File: src/rtl/proc_pkg.sv
// Shared encodings for the accumulator processor controller: opcodes, FSM states,
// instruction classes and ACC mux selects.
package proc_pkg;

    localparam int unsigned OpcodeBits = 4;

    // ALU-class opcodes double as the ALU select codes.
    typedef enum logic [3:0] {
        OpNop    = 4'd0,
        OpAdd    = 4'd1,
        OpSub    = 4'd2,
        OpNor    = 4'd3,
        OpLoadr  = 4'd4,
        OpStorr  = 4'd5,
        OpLoadi  = 4'd6,
        OpJmp    = 4'd7,
        OpJz     = 4'd8,
        OpJc     = 4'd9,
        OpRsvd10 = 4'd10,
        OpShfr   = 4'd11,
        OpShfl   = 4'd12,
        OpRsvd13 = 4'd13,
        OpRsvd14 = 4'd14,
        OpHalt   = 4'd15
    } opcode_e;

    typedef enum logic [2:0] {
        StReset  = 3'd0,
        StFetch  = 3'd1,
        StDecode = 3'd2,
        StAlu    = 3'd3,
        StMov    = 3'd4,
        StImm    = 3'd5,
        StHalt   = 3'd6
    } state_e;

    typedef enum logic [2:0] {
        ClsNop,
        ClsAlu,
        ClsMov,
        ClsImm,
        ClsHalt,
        ClsRsvd
    } instr_class_e;

    localparam logic [1:0] AccSelAlu = 2'b00;
    localparam logic [1:0] AccSelReg = 2'b01;
    localparam logic [1:0] AccSelImm = 2'b10;

endpackage

File: src/rtl/proc_controller_if.sv
// Control bus between the processor controller (master) and the datapath (slave).
interface proc_controller_if;
    import proc_pkg::*;

    logic [OpcodeBits-1:0] ir_opcode;
    logic                  alu_zero_flag;
    logic                  alu_carry_out;
    logic [3:0]            alu_select;
    logic                  ir_load;
    logic                  pc_inc;
    logic                  pc_load;
    logic                  acc_load;
    logic [1:0]            acc_sel;
    logic                  reg_load;
    logic                  flag_z;
    logic                  flag_c;
    logic                  halted;
    logic [2:0]            ctrl_state;

    modport master (
        input  ir_opcode, alu_zero_flag, alu_carry_out,
        output alu_select, ir_load, pc_inc, pc_load, acc_load, acc_sel, reg_load,
        output flag_z, flag_c, halted, ctrl_state
    );

    modport slave (
        output ir_opcode, alu_zero_flag, alu_carry_out,
        input  alu_select, ir_load, pc_inc, pc_load, acc_load, acc_sel, reg_load,
        input  flag_z, flag_c, halted, ctrl_state
    );

endinterface

File: src/rtl/proc_ctrl_decode.sv
// Combinational opcode to instruction-class decode consumed by the controller FSM.
module proc_ctrl_decode
    import proc_pkg::*;
(
    input  logic [OpcodeBits-1:0] opcode,
    output instr_class_e          instr_class
);

    always_comb begin
        instr_class = ClsRsvd;
        unique case (opcode_e'(opcode))
            OpNop:                             instr_class = ClsNop;
            OpAdd, OpSub, OpNor, OpShfr, OpShfl: instr_class = ClsAlu;
            OpLoadr, OpStorr:                  instr_class = ClsMov;
            OpLoadi, OpJmp, OpJz, OpJc:        instr_class = ClsImm;
            OpHalt:                            instr_class = ClsHalt;
            default:                           instr_class = ClsRsvd;
        endcase
    end

endmodule

File: src/rtl/proc_controller.sv
// Multi-cycle fetch/decode/execute controller for the 8-bit accumulator processor.
// Only the state and the Z/C flags are registered; strobes decode from state and opcode.
module proc_controller
    import proc_pkg::*;
#(
    parameter int unsigned OPCODE_W         = 4,
    parameter bit          HALT_ON_RESERVED = 1'b0
) (
    input logic              clk,
    input logic              rst,
    proc_controller_if.master bus
);

    logic [OPCODE_W-1:0] opcode;
    instr_class_e        instr_class;
    state_e              state_q, state_d;
    logic                flag_z_q, flag_c_q;

    assign opcode = bus.ir_opcode;

    proc_ctrl_decode u_decode (
        .opcode      (opcode),
        .instr_class (instr_class)
    );

    always_comb begin
        state_d = state_q;
        case (state_q)
            StReset:  state_d = StFetch;
            StFetch:  state_d = StDecode;
            StDecode: begin
                case (instr_class)
                    ClsAlu:  state_d = StAlu;
                    ClsMov:  state_d = StMov;
                    ClsImm:  state_d = StImm;
                    ClsHalt: state_d = StHalt;
                    ClsRsvd: state_d = HALT_ON_RESERVED ? StHalt : StFetch;
                    default: state_d = StFetch;
                endcase
            end
            StAlu, StMov, StImm: state_d = StFetch;
            StHalt:   state_d = StHalt;
            default:  state_d = StReset;
        endcase
    end

    always_ff @(posedge clk or posedge rst) begin
        if (rst) begin
            state_q  <= StReset;
            flag_z_q <= 1'b0;
            flag_c_q <= 1'b0;
        end else begin
            state_q <= state_d;
            // Flags capture the ALU result on the same edge that loads ACC.
            if (state_q == StAlu) begin
                flag_z_q <= bus.alu_zero_flag;
                flag_c_q <= bus.alu_carry_out;
            end
        end
    end

    always_comb begin
        bus.alu_select = 4'b0000;
        bus.ir_load    = 1'b0;
        bus.pc_inc     = 1'b0;
        bus.pc_load    = 1'b0;
        bus.acc_load   = 1'b0;
        bus.acc_sel    = AccSelAlu;
        bus.reg_load   = 1'b0;
        bus.halted     = 1'b0;
        case (state_q)
            StFetch: begin
                bus.ir_load = 1'b1;
                bus.pc_inc  = 1'b1;
            end
            StAlu: begin
                bus.alu_select = opcode;
                bus.acc_sel    = AccSelAlu;
                bus.acc_load   = 1'b1;
            end
            StMov: begin
                if (opcode_e'(opcode) == OpLoadr) begin
                    bus.acc_sel  = AccSelReg;
                    bus.acc_load = 1'b1;
                end else if (opcode_e'(opcode) == OpStorr) begin
                    bus.reg_load = 1'b1;
                end
            end
            StImm: begin
                // Untaken conditional jumps still step PC past the target byte.
                case (opcode_e'(opcode))
                    OpLoadi: begin
                        bus.acc_sel  = AccSelImm;
                        bus.acc_load = 1'b1;
                        bus.pc_inc   = 1'b1;
                    end
                    OpJmp: bus.pc_load = 1'b1;
                    OpJz: begin
                        bus.pc_load = flag_z_q;
                        bus.pc_inc  = ~flag_z_q;
                    end
                    OpJc: begin
                        bus.pc_load = flag_c_q;
                        bus.pc_inc  = ~flag_c_q;
                    end
                    default: ;
                endcase
            end
            StHalt:  bus.halted = 1'b1;
            default: ;
        endcase
    end

    assign bus.flag_z     = flag_z_q;
    assign bus.flag_c     = flag_c_q;
    assign bus.ctrl_state = state_q;

endmodule

File: src/flat_wrapper.sv
// flat-port wrapper written by rule: the top's interface ports become plain ports
module proc_controller_flat import proc_pkg::*;
#(
    parameter int unsigned OPCODE_W         = 4,
    parameter bit          HALT_ON_RESERVED = 1'b0
)
  (clk, rst, bus_ir_opcode, bus_alu_zero_flag, bus_alu_carry_out, bus_alu_select, bus_ir_load, bus_pc_inc, bus_pc_load, bus_acc_load, bus_acc_sel, bus_reg_load, bus_flag_z, bus_flag_c, bus_halted, bus_ctrl_state);
  proc_controller_if bus_i ();
  input logic clk;
  input logic rst;
  input wire logic [$bits(bus_i.ir_opcode)-1:0] bus_ir_opcode;
  input wire logic [$bits(bus_i.alu_zero_flag)-1:0] bus_alu_zero_flag;
  input wire logic [$bits(bus_i.alu_carry_out)-1:0] bus_alu_carry_out;
  output wire logic [$bits(bus_i.alu_select)-1:0] bus_alu_select;
  output wire logic [$bits(bus_i.ir_load)-1:0] bus_ir_load;
  output wire logic [$bits(bus_i.pc_inc)-1:0] bus_pc_inc;
  output wire logic [$bits(bus_i.pc_load)-1:0] bus_pc_load;
  output wire logic [$bits(bus_i.acc_load)-1:0] bus_acc_load;
  output wire logic [$bits(bus_i.acc_sel)-1:0] bus_acc_sel;
  output wire logic [$bits(bus_i.reg_load)-1:0] bus_reg_load;
  output wire logic [$bits(bus_i.flag_z)-1:0] bus_flag_z;
  output wire logic [$bits(bus_i.flag_c)-1:0] bus_flag_c;
  output wire logic [$bits(bus_i.halted)-1:0] bus_halted;
  output wire logic [$bits(bus_i.ctrl_state)-1:0] bus_ctrl_state;
  assign bus_i.ir_opcode = bus_ir_opcode;
  assign bus_i.alu_zero_flag = bus_alu_zero_flag;
  assign bus_i.alu_carry_out = bus_alu_carry_out;
  assign bus_alu_select = bus_i.alu_select;
  assign bus_ir_load = bus_i.ir_load;
  assign bus_pc_inc = bus_i.pc_inc;
  assign bus_pc_load = bus_i.pc_load;
  assign bus_acc_load = bus_i.acc_load;
  assign bus_acc_sel = bus_i.acc_sel;
  assign bus_reg_load = bus_i.reg_load;
  assign bus_flag_z = bus_i.flag_z;
  assign bus_flag_c = bus_i.flag_c;
  assign bus_halted = bus_i.halted;
  assign bus_ctrl_state = bus_i.ctrl_state;
  proc_controller #(.OPCODE_W(OPCODE_W), .HALT_ON_RESERVED(HALT_ON_RESERVED)) u_core (.clk(clk), .rst(rst), .bus(bus_i));
endmodule
File: config.mk
export PLATFORM = sky130hd
export DESIGN_NAME = proc_controller_flat
export DESIGN_NICKNAME = d
export VERILOG_FILES = /design/src/rtl/proc_pkg.sv /design/src/rtl/proc_controller_if.sv /design/src/rtl/proc_ctrl_decode.sv /design/src/rtl/proc_controller.sv /design/src/flat_wrapper.sv
export SDC_FILE = /design/constraint.sdc
export NUM_CORES = 1
export LEC_CHECK = 0
export CORE_AREA = 2 2 39 41
export CTS_BUF_LIST = sky130_fd_sc_hd__clkbuf_8 sky130_fd_sc_hd__clkbuf_16
export DETAILED_ROUTE_END_ITERATION = 16
export DIE_AREA = 0 0 41 43
export PLACE_DENSITY = 0.69
export SYNTH_ARGS = -nofsm -noshare
export SYNTH_HDL_FRONTEND = slang
export SYNTH_HIERARCHICAL = 1
export SYNTH_SLANG_ARGS = --single-unit
export TNS_END_PERCENT = 10
File: constraint.sdc
create_clock -name clk -period 2.6 [get_ports clk]
set_input_delay 0.78 -clock clk [delete_from_list [all_inputs] [get_ports clk]]
set_output_delay 0.78 -clock clk [all_outputs]
set_load 0.02 [all_outputs]
After elaboration in Yosys (flattened, before gate mapping)
Memory sizes are Yosys's and may differ from the RTL's.
Index checks and enable logic that the tools add are counted.

word-level totals
  register bits after elaboration = 5
  ROM bits = 48
  bits of input ports = 8
  output and inout port bits = 17
  memories kept = 1

cells by class
  equality and inequality tests = 16
  multiplexer cells = 18
  bitwise gates (word level) = 2
  reduce and logical (&&, ||, !) cells = 2

memory list
  memory           words  bits a word  rd ports  clocked after Yosys merged registers in  write ports  RTL line                source
  (no name shown)  16     3            1         0                                        0            proc_ctrl_decode.sv:11  unique case (opcode_e'(opcode))

operators with widths
  kind                                           number
  one-hot mux 3 bit (4 select lines)             2
  == test 4 x 3 -> 1 bit, second input constant  4
  == test 3 x 2 -> 1 bit, second input constant  4
  == test 3 bit, second input constant           4
  two-way mux 1 bit                              9
  one-hot mux 1 bit (3 select lines)             3
  == test 4 bit, second input constant           2
  == test 3 x 1 -> 1 bit, second input constant  2
  two-way mux 4 bit                              1
  one-hot mux 2 bit (2 select lines)             1
  OR reduction 4 bit                             1
  zero test 3 bit                                1
  two-way mux 2 bit                              1
  NOT 1 bit                                      2
  one-hot mux 1 bit (2 select lines)             1

Depth between registers and ports, before layout
  depth in word-level cells = 4
  depth in mapped cells = 5
  depth with buffers taken out = 5

By module
Netlist, hierarchy kept.

modules (own cells, without submodules)
  module            times used  cells an instance  area an instance (um^2)  seq. area each (um^2)
  proc_controller   1           47                 399.1                    125.1
  proc_ctrl_decode  1           7                  56.3                     0.0

Worst setup path after synthesis
No wires, ideal clock.

  path kind = input -> output
  start point = input port bus_ir_opcode[1]
  end point = output port bus_acc_sel[0]
  arrival time = 1.651 ns
  required time = 1.820 ns
  path slack = 0.169 ns
  stages = 2
  cells stage by stage = or4_4 -> nor3b_2

on the way
  cells in the longest elaborated chain, start to end = 3

ends and longest elaborated chain
  item                                RTL line               source
  start, declared                     flat_wrapper.sv:11     input wire logic [$bits(bus_i.ir_opcode)-1:0] bus_ir_opcode;
  == test 4 x 3 -> 1 bit              proc_controller.sv:82  if (opcode_e'(opcode) == OpLoadr) begin
  two-way mux 1 bit                   proc_controller.sv:82
  one-hot mux 2 bit (2 select lines)  proc_controller.sv:71  case (state_q)
  end, declared                       flat_wrapper.sv:19     output wire logic [$bits(bus_i.acc_sel)-1:0] bus_acc_sel;

No other way between the ends.

Final worst setup path
  start point = input port bus_ir_opcode[0]
  end point = output port bus_pc_inc

on the way
  cells in the longest elaborated chain, start to end = 3
  elaborated cells between the ends (all ways) = 5
  classes of those cells = eq/ne: 3; mux: 2

ends and longest elaborated chain
  item                                                     RTL line               source
  == test 4 bit or == test 4 x 3 -> 1 bit (tied branches)  proc_controller.sv:91  case (opcode_e'(opcode))
  one-hot mux 1 bit (3 select lines) (*)                   proc_controller.sv:91
  one-hot mux 1 bit (2 select lines) (*)                   proc_controller.sv:71
  end, declared                                            flat_wrapper.sv:16     output wire logic [$bits(bus_i.pc_inc)-1:0] bus_pc_inc;

Mark *: on every way between the ends. The rest lies on a longest branch, timed or not.

==> Implementation_results.wiki <==
{| class="wikitable"
! Metric !! Value
|-
| Period Utilization, post-route || 1.01
|-
| Critical path buffers and inverters || 2
|-
| First-pass GRT wire length || 1.79 mm
|-
| Fraction of the mapped netlist area in adder cells || 0
|-
| Clock latency on the worst-skew pair || 0.22 ns
|-
| Synth unique cells || 29
|-
| Maximum resistive drop on vdd || just over 500 uV
|-
| Post-Syn Area per Cell || approximately 8.4 um2
|-
| Max Cap Viol || 0
|-
| Die Area || roughly 1800 um2
|-
| Maximum number of pins on one net before global-route repair || 10
|-
| Required time of the worst setup path || approximately 1.8 ns
|-
| Signed area change from the synthesized netlist to the final layout || 81.3%
|-
| Number of antenna-violating nets in the routed design || 0
|-
| Number of instances in the placed design || 102
|-
| Sequential-to-total area share from yosys stat || 0.275
|-
| Vertical die dimension || between 40 and 50 um
|-
| Final net count || a little under 100
|-
| Worst setup slack before clock tree synthesis || -0.796 ns
|-
| Post-DP HPWL || just under 1 mm
|-
| Last weighted congestion value of the routability-driven placer || 0.769
|-
| Crit Path Category || input port to primary output
|-
| Per-cell routed wire length || 11.4 um
|-
| CP cell instances || dlygate4sd2_1 -> mux2_2 -> nand2b_1 -> a31oi_1 -> buf_2
|-
| DP Area || 779 um2
|-
| DR pass1 iterations || 4
|-
| Fin area || about 830 um2
|-
| Post-layout min period || between 2 and 3 ns
|-
| Complex-gate fraction of the synthesized area || 0.151
|-
| Sum of overflow across all layers after global routing || 0
|-
| Vias post-DR || ~520
|-
| DRC violations left || 0
|-
| CTS Root Cell || clkbuf_8
|-
| GRT Resource Usage Total || 0.141
|-
| Die W || a little over 40 um
|-
| PD cells || around 890 nW/um2
|-
| Layout cell share with drive strength beyond 1 || 0.311
|-
| Path class of the lowest-slack min-delay path || register to register
|-
| # IOs || 25
|-
| Internal Power || approximately 0.43 mW
|-
| Fraction of synthesized cell area in xor and xnor cells || 0.0577
|-
| Biggest fanout along the worst timing path || 2
|-
| Fin cells || 106
|-
| Number of sinks on the clock net || 5
|-
| Worst setup EP type || primary output
|-
| Number of enable-type register cells in the synthesized netlist || 0
|-
| Core Region || ~1400 um2
|-
| Synthesized Nets || 62
|-
| Area of all sequential standard cells || 125 um2
|-
| Achievable clock frequency || 382 MHz
|-
| Worst setup margin || -0.0189 ns
|-
| Setup-violating endpoint count in the final report || 1
|-
| Longest Clk Path Bufs || 2
|-
| # rows || 14
|-
| Unrepaired setup endpoints after global routing || yes
|-
| Initial antenna violation count || 0
|-
| Syn. warnings || 6
|-
| TritonCTS clock tree || done
|-
| Final core utilization || 0.597
|-
| Area occupied by multi-input gates || ~340 um2
|-
| Synth Area in Simple Gates || 0.354
|-
| Gate power share || 0.624
|-
| Top FF cell, synth || dfrtp_1
|-
| Worst EP arrival || around 1.8 ns
|-
| Seq cells post-synth || 5
|-
| Final Max Tran Viols || 0
|-
| Ratio of routed vias to standard cells || between 4 and 5
|-
| H-Tree Depth || 1
|-
| Clock network fraction of total power || 0.184
|-
| Post CTS Setup Buffer Count || 0
|-
| Register clock-pin slew on the reported worst setup and hold paths || ~0.030 ns
|-
| ANT cells || 0
|-
| Net switching power of the design || between 0.3 and 0.4 mW
|-
| Number of violations reported at the end of detailed-routing iteration 0 || 5
|-
| Combinational family with the most area after synthesis || simple AND/OR/NAND/NOR gates
|-
| Final WL || ~1.2 mm
|-
| Critical Path Start Type || input port
|-
| Worst-margin pin slew || a little over 0.3 ns
|-
| CP delay by family, top || buffers and inverters
|-
| Number of port buffers || 24
|-
| Initial Util || 0.329
|-
| Violations in the final reports || negative setup slack
|-
| Mux contribution to synthesized area || 0.129
|-
| Max incr delay on CP || roughly 0.35 ns
|-
| Gate Count Post-Synth || 54
|-
| Vias in the first global route || between 400 and 500
|-
| Number of filler instances in the final layout || between 100 and 150
|-
| Async set-or-reset flop fraction in the synthesized netlist || 1.00
|-
| Slowest-stage cell, CP || mux2_2
|-
| Final worst clock skew || ~0.00071 ns
|-
| Number of hold violations in the final report || 0
|-
| Seq pwr share || 0.193
|-
| Synthesized area || between 400 and 500 um2
|-
| Register-to-register path setup slack || about 1.3 ns
|-
| Clock buffers created by TritonCTS || 3
|-
| Switching Fraction || 0.410
|-
| Run status || finished, violations left
|-
| Worst relative slew slack || 0.797
|-
| Static leakage || ~0.38 nW
|}
synthesized netlist by cell type, drive strengths merged (2+ instances only):
cell    number  area share
inv          3       0.025
a21oi        3       0.033
nor3b        4       0.077
nand2b       3       0.041
nor2         7       0.058
mux2         4        0.11
nor2b        3       0.041
and2         4       0.055
nand2        2       0.016
xnor2        2       0.038
dfrtp        5        0.27
final timing paths:
| path | end | from | depth (start not counted) |
|---|---|---|---|
| worst max-delay path | bus_pc_inc | bus_ir_opcode[0] | 5 |
| worst min register to register | u_core/bus.flag_c | u_core/bus.flag_c | 1 |
| min in group asynchronous | u_core/bus.ctrl_state[0] | rst | 2 |
| worst max register to register | u_core/bus.flag_z | u_core/bus.ctrl_state[2] | 4 |
| max in group asynchronous | u_core/bus.flag_c | rst | 2 |
| worst min-delay path | u_core/bus.flag_c | u_core/bus.flag_c | 1 |
per-stage QoR:
| stage | total power, mW | hold WS (ns) | setup TNS [ns] |
|---|---|---|---|
| finish | 0.736 | 0.509 | -0.0189 |
| global route | 0.779 | 0.541 | -0.0618 |
| CTS | 0.730 | 0.514 | -0.537 |
| detailed placement | 0.620 | 0.504 | -5.53 |
| global placement | 0.620 | 0.504 | -5.46 |
| floorplan | 0.393 | 0.559 | 0 |
routing by layer:
layer / GRT usage / part of all wire / routed length, um
met3: 0.0157 / 0.050 / 60
met1: 0.170 / 0.44 / 531
met5: 0 / 0 / 0
met2: 0.238 / 0.51 / 619
met4: 0.0600 / 0 / 0
registers in the layout, indices dropped and copies added (netlist names):
name                   cells
u_core/bus.flag_c          1
u_core/bus.flag_z          1
u_core/bus.ctrl_state      3
cell families (layout without fill, tap and decap cells):
| group | after synthesis | after routing |
|---|---|---|
| compound gates | 10 | 10 |
| xor+xnor | 3 | 3 |
| buf+inv | 4 | 40 |
| flops | 5 | 5 |
| mux | 5 | 5 |
| simple gates | 27 | 27 |
placed cells by master (no fill, tap or decap), drive strengths merged:
cell / netlist / layout
nor2b: 3 / 3
nand2b: 3 / 3
a21oi: 3 / 3
o31ai: 1 / 1
xnor2: 2 / 2
o21a: 1 / 1
nand4: 1 / 1
and3: 1 / 1
and2: 4 / 4
nand2: 2 / 2
dfrtp: 5 / 5
or4: 1 / 1
clkbuf: 1 / 4
a31o: 1 / 1
o22ai: 1 / 1
o31a: 1 / 1
nor2: 7 / 7
nor3b: 4 / 4
a32oi: 1 / 1
mux2i: 1 / 1
or2: 1 / 1
xor2: 1 / 1
dlygate4sd2: 0 / 5
buf: 0 / 16
mux2: 4 / 4
clkdlybuf4s50: 0 / 10
dlymetal6s2s: 0 / 1
inv: 3 / 4
a31oi: 1 / 1
layout make-up:
type                            count  area share
Clock buffer                        3      0.0500
Clock inverter                      1     0.00455
Inverter                            3      0.0136
Multi-Input combinational cell     45       0.411
Sequential cell                     5       0.152
Tap cell                           16      0.0242
Timing Repair Buffer               33       0.345
power groups by stage:
| stage | sequential [mW] | clock (mW) | combinational (mW) |
|---|---|---|---|
| after floorplan | 0.190 | 0 | 0.204 |
| after global placement | 0.144 | 0 | 0.476 |
| after detailed placement | 0.143 | 0 | 0.477 |
| after CTS | 0.142 | 0.140 | 0.448 |
| after global routing | 0.148 | 0.144 | 0.488 |
| final | 0.142 | 0.135 | 0.459 |
timing repair:
action | in CTS | in global routing
pin swaps | 2 | 4
hold buffers | 0 | 0
setup endpoints to repair | 10 | 6
resized for setup | 41 | 9
No activity file was read; power rests on OpenSTA's default activity.
